===== src/rtl/rst_seq_sys_pkg.sv =====
// Shared types for the clk_sys reset sequencer: FSM states and reset-cause codes.
package rst_seq_pkg;

    typedef enum logic [1:0] {
        ST_HOLD   = 2'd0,
        ST_PERIPH = 2'd1,
        ST_RUN    = 2'd2
    } rst_state_e;

    typedef enum logic [1:0] {
        CAUSE_EXT = 2'b01,
        CAUSE_SW  = 2'b10
    } rst_cause_e;

endpackage


===== src/rtl/rst_seq_sys_if.sv =====
// Control/status bundle between the reset sequencer (slave) and its requester/observer (master).
interface rst_seq_sys_if;
    logic       sw_rst_req;
    logic       rst_periph_n;
    logic       rst_core_n;
    logic       rst_done;
    logic [1:0] rst_cause;

    modport master (output sw_rst_req,
                    input  rst_periph_n, rst_core_n, rst_done, rst_cause);
    modport slave  (input  sw_rst_req,
                    output rst_periph_n, rst_core_n, rst_done, rst_cause);
endinterface


===== src/rtl/rst_seq_sys_sync.sv =====
// Async-assert / sync-deassert reset synchronizer; domain-agnostic so it can be reused elsewhere.
module rst_sync #(
    parameter int SYNC_STAGES = 2
) (
    input  logic i_clk,
    input  logic i_rst_n,
    output logic o_rst_n
);

    (* ASYNC_REG = "TRUE" *) logic [SYNC_STAGES-1:0] r_sync;

    always_ff @(posedge i_clk or negedge i_rst_n) begin
        if (!i_rst_n) r_sync <= '0;
        else          r_sync <= {r_sync[SYNC_STAGES-2:0], 1'b1};
    end

    assign o_rst_n = r_sync[SYNC_STAGES-1];

endmodule


===== src/rtl/rst_seq_sys.sv =====
// clk_sys reset sequencer: releases peripheral then core reset in counted order,
// restarts on a software request and records the cause of the last reset.
module rst_seq_sys
    import rst_seq_pkg::*;
#(
    parameter int SYNC_STAGES = 2,
    parameter int HOLD_CYCLES = 16,
    parameter int CORE_DELAY  = 4,
    parameter int CNT_W       = $clog2((HOLD_CYCLES > CORE_DELAY ? HOLD_CYCLES : CORE_DELAY) + 1)
) (
    input  logic          clk_sys,
    input  logic          rst_sys_n,
    rst_seq_sys_if.slave  bus
);

    generate
        if (SYNC_STAGES < 2) begin : g_bad_sync
            $error("rst_seq_sys: SYNC_STAGES must be >= 2");
        end
        if (HOLD_CYCLES < 1) begin : g_bad_hold
            $error("rst_seq_sys: HOLD_CYCLES must be >= 1");
        end
        if (CORE_DELAY < 1) begin : g_bad_core
            $error("rst_seq_sys: CORE_DELAY must be >= 1");
        end
    endgenerate

    localparam logic [CNT_W-1:0] HOLD_LAST = CNT_W'(HOLD_CYCLES - 1);
    localparam logic [CNT_W-1:0] CORE_LAST = CNT_W'(CORE_DELAY - 1);

    logic             w_rst_int_n;
    rst_state_e       r_state, w_state_nxt;
    logic [CNT_W-1:0] r_cnt, w_cnt_nxt;
    logic             r_periph_n, w_periph_nxt;
    logic             r_core_n, w_core_nxt;
    logic             r_done, w_done_nxt;
    rst_cause_e       r_cause, w_cause_nxt;

    rst_sync #(.SYNC_STAGES(SYNC_STAGES)) u_sync (
        .i_clk   (clk_sys),
        .i_rst_n (rst_sys_n),
        .o_rst_n (w_rst_int_n)
    );

    // rst_sys_n low clears the synchronizer, which clears everything here in the same instant.
    always_ff @(posedge clk_sys or negedge w_rst_int_n) begin
        if (!w_rst_int_n) begin
            r_state    <= ST_HOLD;
            r_cnt      <= '0;
            r_periph_n <= 1'b0;
            r_core_n   <= 1'b0;
            r_done     <= 1'b0;
            r_cause    <= CAUSE_EXT;
        end else begin
            r_state    <= w_state_nxt;
            r_cnt      <= w_cnt_nxt;
            r_periph_n <= w_periph_nxt;
            r_core_n   <= w_core_nxt;
            r_done     <= w_done_nxt;
            r_cause    <= w_cause_nxt;
        end
    end

    always_comb begin
        w_state_nxt  = r_state;
        w_cnt_nxt    = r_cnt;
        w_periph_nxt = r_periph_n;
        w_core_nxt   = r_core_n;
        w_done_nxt   = r_done;
        w_cause_nxt  = r_cause;
        // A software request outranks the PERIPH->RUN step; in HOLD it is ignored,
        // so a held request cannot stretch the sequence.
        if (bus.sw_rst_req && (r_state == ST_PERIPH || r_state == ST_RUN)) begin
            w_state_nxt  = ST_HOLD;
            w_cnt_nxt    = '0;
            w_periph_nxt = 1'b0;
            w_core_nxt   = 1'b0;
            w_done_nxt   = 1'b0;
            w_cause_nxt  = CAUSE_SW;
        end else begin
            case (r_state)
                ST_HOLD: begin
                    if (r_cnt == HOLD_LAST) begin
                        w_state_nxt  = ST_PERIPH;
                        w_cnt_nxt    = '0;
                        w_periph_nxt = 1'b1;
                    end else begin
                        w_cnt_nxt = r_cnt + CNT_W'(1);
                    end
                end
                ST_PERIPH: begin
                    if (r_cnt == CORE_LAST) begin
                        w_state_nxt = ST_RUN;
                        w_cnt_nxt   = '0;
                        w_core_nxt  = 1'b1;
                        w_done_nxt  = 1'b1;
                    end else begin
                        w_cnt_nxt = r_cnt + CNT_W'(1);
                    end
                end
                ST_RUN: ;
                default: begin
                    w_state_nxt  = ST_HOLD;
                    w_cnt_nxt    = '0;
                    w_periph_nxt = 1'b0;
                    w_core_nxt   = 1'b0;
                    w_done_nxt   = 1'b0;
                end
            endcase
        end
    end

    assign bus.rst_periph_n = r_periph_n;
    assign bus.rst_core_n   = r_core_n;
    assign bus.rst_done     = r_done;
    assign bus.rst_cause    = r_cause;

endmodule


===== src/flat_wrapper.sv =====
// flat-port wrapper written by rule: the top's interface ports become plain ports
module rst_seq_sys_flat import rst_seq_pkg::*;
#(
    parameter int SYNC_STAGES = 2,
    parameter int HOLD_CYCLES = 16,
    parameter int CORE_DELAY  = 4,
    parameter int CNT_W       = $clog2((HOLD_CYCLES > CORE_DELAY ? HOLD_CYCLES : CORE_DELAY) + 1)
)
  (clk_sys, rst_sys_n, bus_sw_rst_req, bus_rst_periph_n, bus_rst_core_n, bus_rst_done, bus_rst_cause);
  rst_seq_sys_if bus_i ();
  input  logic clk_sys;
  input  logic rst_sys_n;
  input wire logic [$bits(bus_i.sw_rst_req)-1:0] bus_sw_rst_req;
  output wire logic [$bits(bus_i.rst_periph_n)-1:0] bus_rst_periph_n;
  output wire logic [$bits(bus_i.rst_core_n)-1:0] bus_rst_core_n;
  output wire logic [$bits(bus_i.rst_done)-1:0] bus_rst_done;
  output wire logic [$bits(bus_i.rst_cause)-1:0] bus_rst_cause;
  assign bus_i.sw_rst_req = bus_sw_rst_req;
  assign bus_rst_periph_n = bus_i.rst_periph_n;
  assign bus_rst_core_n = bus_i.rst_core_n;
  assign bus_rst_done = bus_i.rst_done;
  assign bus_rst_cause = bus_i.rst_cause;
  rst_seq_sys #(.SYNC_STAGES(SYNC_STAGES), .HOLD_CYCLES(HOLD_CYCLES), .CORE_DELAY(CORE_DELAY), .CNT_W(CNT_W)) u_core (.clk_sys(clk_sys), .rst_sys_n(rst_sys_n), .bus(bus_i));
endmodule

===== config.mk =====
export PLATFORM = sky130hd
export DESIGN_NAME = rst_seq_sys_flat
export DESIGN_NICKNAME = d
export VERILOG_FILES = /design/src/rtl/rst_seq_sys_pkg.sv /design/src/rtl/rst_seq_sys_if.sv /design/src/rtl/rst_seq_sys_sync.sv /design/src/rtl/rst_seq_sys.sv /design/src/flat_wrapper.sv
export SDC_FILE = /design/constraint.sdc
export NUM_CORES = 1
export LEC_CHECK = 0
export ABC_AREA = 1
export CORE_MARGIN = 5
export CORE_UTILIZATION = 53
export DETAILED_ROUTE_END_ITERATION = 7
export GPL_ROUTABILITY_DRIVEN = 0
export GPL_TIMING_DRIVEN = 0
export PLACE_DENSITY_LB_ADDON = 0.25
export SLEW_MARGIN = 40
export SYNTH_ARGS = -nofsm -noshare
export SYNTH_HDL_FRONTEND = slang
export SYNTH_SLANG_ARGS = --single-unit

===== constraint.sdc =====
create_clock -name clk_sys -period 0.95 [get_ports clk_sys]
set_clock_uncertainty 0.05 [all_clocks]
set_input_delay 0.285 -clock clk_sys [delete_from_list [all_inputs] [get_ports clk_sys]]
set_output_delay 0.285 -clock clk_sys [all_outputs]
set_load 0.05 [all_outputs]

==> summary.txt <==
outcome = finished, violations left
failing checks = setup timing
metal3 WL = 68 um
CTS tree = done
Post-Syn Area = 762 um^2
DRT iter0 DRCs = 13
cell count after synthesis = 95
Fillers = 80
DR WL/cell = 13.9 um
sequential share of the synthesized area = 42.9%
synthesized flop and latch total = 13
Num CTS Buffers = 3
die footprint = 2300 um^2
row count = 13
CP Capture Type = flip-flop
most frequent cells in the layout = nand2_1, dfrtp_1, inv_1, buf_4, nand2_2
Cell variety after synth = 20
combinational share of power = 63.2%
Final min period = 1.49 ns
switching share of power = 46.4%
met2 wire len = 943 um
DRC violations left = 0
xor and xnor area share after synthesis = 0%
clock buffer depth = 2
IO Port Bufs = 7
Vias/cell = 5.28
Cell Pwr Density = 2920 nW/um^2
area grow syn2layout = 41.5%
syn avg cell area = 8.02 um^2
sequential power share = 25.2%
largest net degree at the start of global routing = 12
vias in the first global route = 706
Util after Layout = 80.9%
Pre-antenna DRT Iters = 4
Compound-Gate Fraction of Synth Area = 3.78%
hpwl dp = 1.02 mm
Synth Area in Simple Gates = 33.2%
total power = 3.15 mW
first-pass GRT wire length = 2.95 mm
internal power component = 1.69 mW
antenna violations before repair = 0
via count = 692
Clock Latency Late Sink = 0.28 ns
crit path max fanout = 4
ant diodes = 0
Ports = 8
Worst EP arrival = 1.62 ns
largest family of logic cells by synthesized area = simple AND/OR/NAND/NOR gates
Die Y = 47.9 um
worst hold slack = 0.103 ns
mux cell area share after synthesis = 0%
share of cells above drive strength 1 = 50.9%
Fmax = 670 MHz
Final WS setup = -0.543 ns
Post-Syn Nets = 104
max-cap violation count = 0
Root Driver = clkbuf_4
H-tree Lvls = 1
Startpoint Class = flip-flop
Met1 Routed Length = 727 um
Clock power frac = 11.5%
effective utilization at floorplan = 57.1%
Max Slew Vio Count = 0
Reg area = 328 um^2
antenna-violating nets left = 0
Net Sw Power = 1.46 mW
adder-cell area share of the yosys netlist = 9.85%
hold_buf cts = 0
Max VDD drop = 2.20 mV
kind of critical path = flip-flop to flip-flop
core region area = 1330 um^2
Hold Crit Class = input port to asynchronous set/reset pin
Tcrit/Tclk final = 157%
gr usage total = 19.2%
final hold vios = 0
Worst-path clk slew = 0.09 ns
chip width = 47.9 um
multi-input combinational cell area = 465 um^2
Nets = 126
CTS Sinks = 13
P_leak = 0.539 nW
Finish-stage setup viols = 16
commonest non-fill, non-tap cell in the layout = nand2_1
YS warnings = 0
RSZ-0062 raised after global routing = yes
top layer in use = met4
Worst Path Required = 1.08 ns
WL final = 1.82 mm
remaining global-route overflow = 0
cells by family after synthesis:
family / after synthesis
buffers and inverters: 19
other: 1
DFF: 13
and+or+nand+nor: 51
adders and majority gates: 6
AOI/OAI and AO/OA: 5
registers in the layout, indices dropped and copies added, names as in the netlist:
| register | count |
|---|---|
| u_core.bus.rst_cause | 2 |
| u_core.bus.rst_core_n | 1 |
| u_core.bus.rst_periph_n | 1 |
| u_core.r_cnt | 5 |
| u_core.r_state | 2 |
| u_core.u_sync.r_sync | 2 |
cells in the mapped netlist:
master	number	share of area, %
inv_1	15	7.4
ha_1	6	9.9
buf_4	1	0.99
nand2_1	21	10
nand2_4	2	3.0
nor2_2	4	3.3
or2_1	1	0.82
nor2_1	7	3.4
nand2_2	5	4.1
conb_1	1	0.49
inv_2	3	1.5
a21oi_1	1	0.66
o21ai_0	1	0.66
dfstp_2	1	3.4
dfrtp_1	12	39
nand3b_1	2	2.0
nand4_1	2	1.6
o21ai_1	2	1.3
o21ai_2	1	1.1
nand3_1	7	4.6
area by class of cell:
class	count	area share [%]
inverters	18	6.50
multi-input cells	63	43.2
plain buffers	1	1.39
repair buffers	17	14.4
clock buffers	4	2.44
well taps	15	1.74
flip-flops and latches	13	30.4
worst max-delay path, stage by stage (launching register included):
cell and delay, ns:
dfrtp_1 0.42, ha_4 0.18, nand2_4 0.08, nor2_4 0.05
ha_4 0.16, inv_2 0.05, nand2_2 0.05, nand2_2 0.06
inv_2 0.05, nand2_4 0.08, nand2_2 0.06, nand2_2 0.06
nand2_2 0.05
power by group through the flow:
stage | logic (mW) | registers (mW) | clock network (mW)
floorplan | 0.938 | 0.897 | 0
global placement | 1.29 | 0.797 | 0
detailed placement | 1.31 | 0.801 | 0
CTS | 1.63 | 0.773 | 0.359
global route | 2.17 | 0.815 | 0.401
finish | 1.99 | 0.794 | 0.364
worst paths after layout:
check                                        start                       to  slack [ns]  depth (start not counted)
min in group clk_sys       u_core.u_sync.r_sync[0]  u_core.u_sync.r_sync[1]        0.32                          0
hold reg to reg            u_core.u_sync.r_sync[1]  u_core.bus.rst_periph_n        0.15                          0
setup / recovery                   u_core.r_cnt[1]        u_core.r_state[0]       -0.54                         12
hold / removal                           rst_sys_n  u_core.u_sync.r_sync[1]        0.10                          1
setup reg to reg                   u_core.r_cnt[1]        u_core.r_state[0]       -0.54                         12
max in group asynchronous  u_core.u_sync.r_sync[1]    u_core.bus.rst_core_n        0.36                          0
metrics by stage:
step	setup WS, ns	instances	cell area (um^2)	setup TNS [ns]
after global placement	-0.682	117	862	-8.54
after global routing	-0.608	131	1080	-6.92
final	-0.543	131	1080	-5.93
after CTS	-0.517	128	1000	-5.65
after floorplan	-0.517	95	773	-4.41
after detailed placement	-0.686	117	862	-8.76
layer usage:
layer	up-vias	global-route usage, %
met4	0	12.4
met1	335	20.1
li1	331	-
met3	10	4.89
met2	16	33.5
met5	-	0
timing repair:
| action | CTS | global route |
|---|---|---|
| setup endpoints to repair | 16 | 16 |
| pin swaps | 11 | 7 |
| buffers inserted | 7 | 3 |
| gates resized for setup | 52 | 13 |
(Power assumes the default switching activity.)
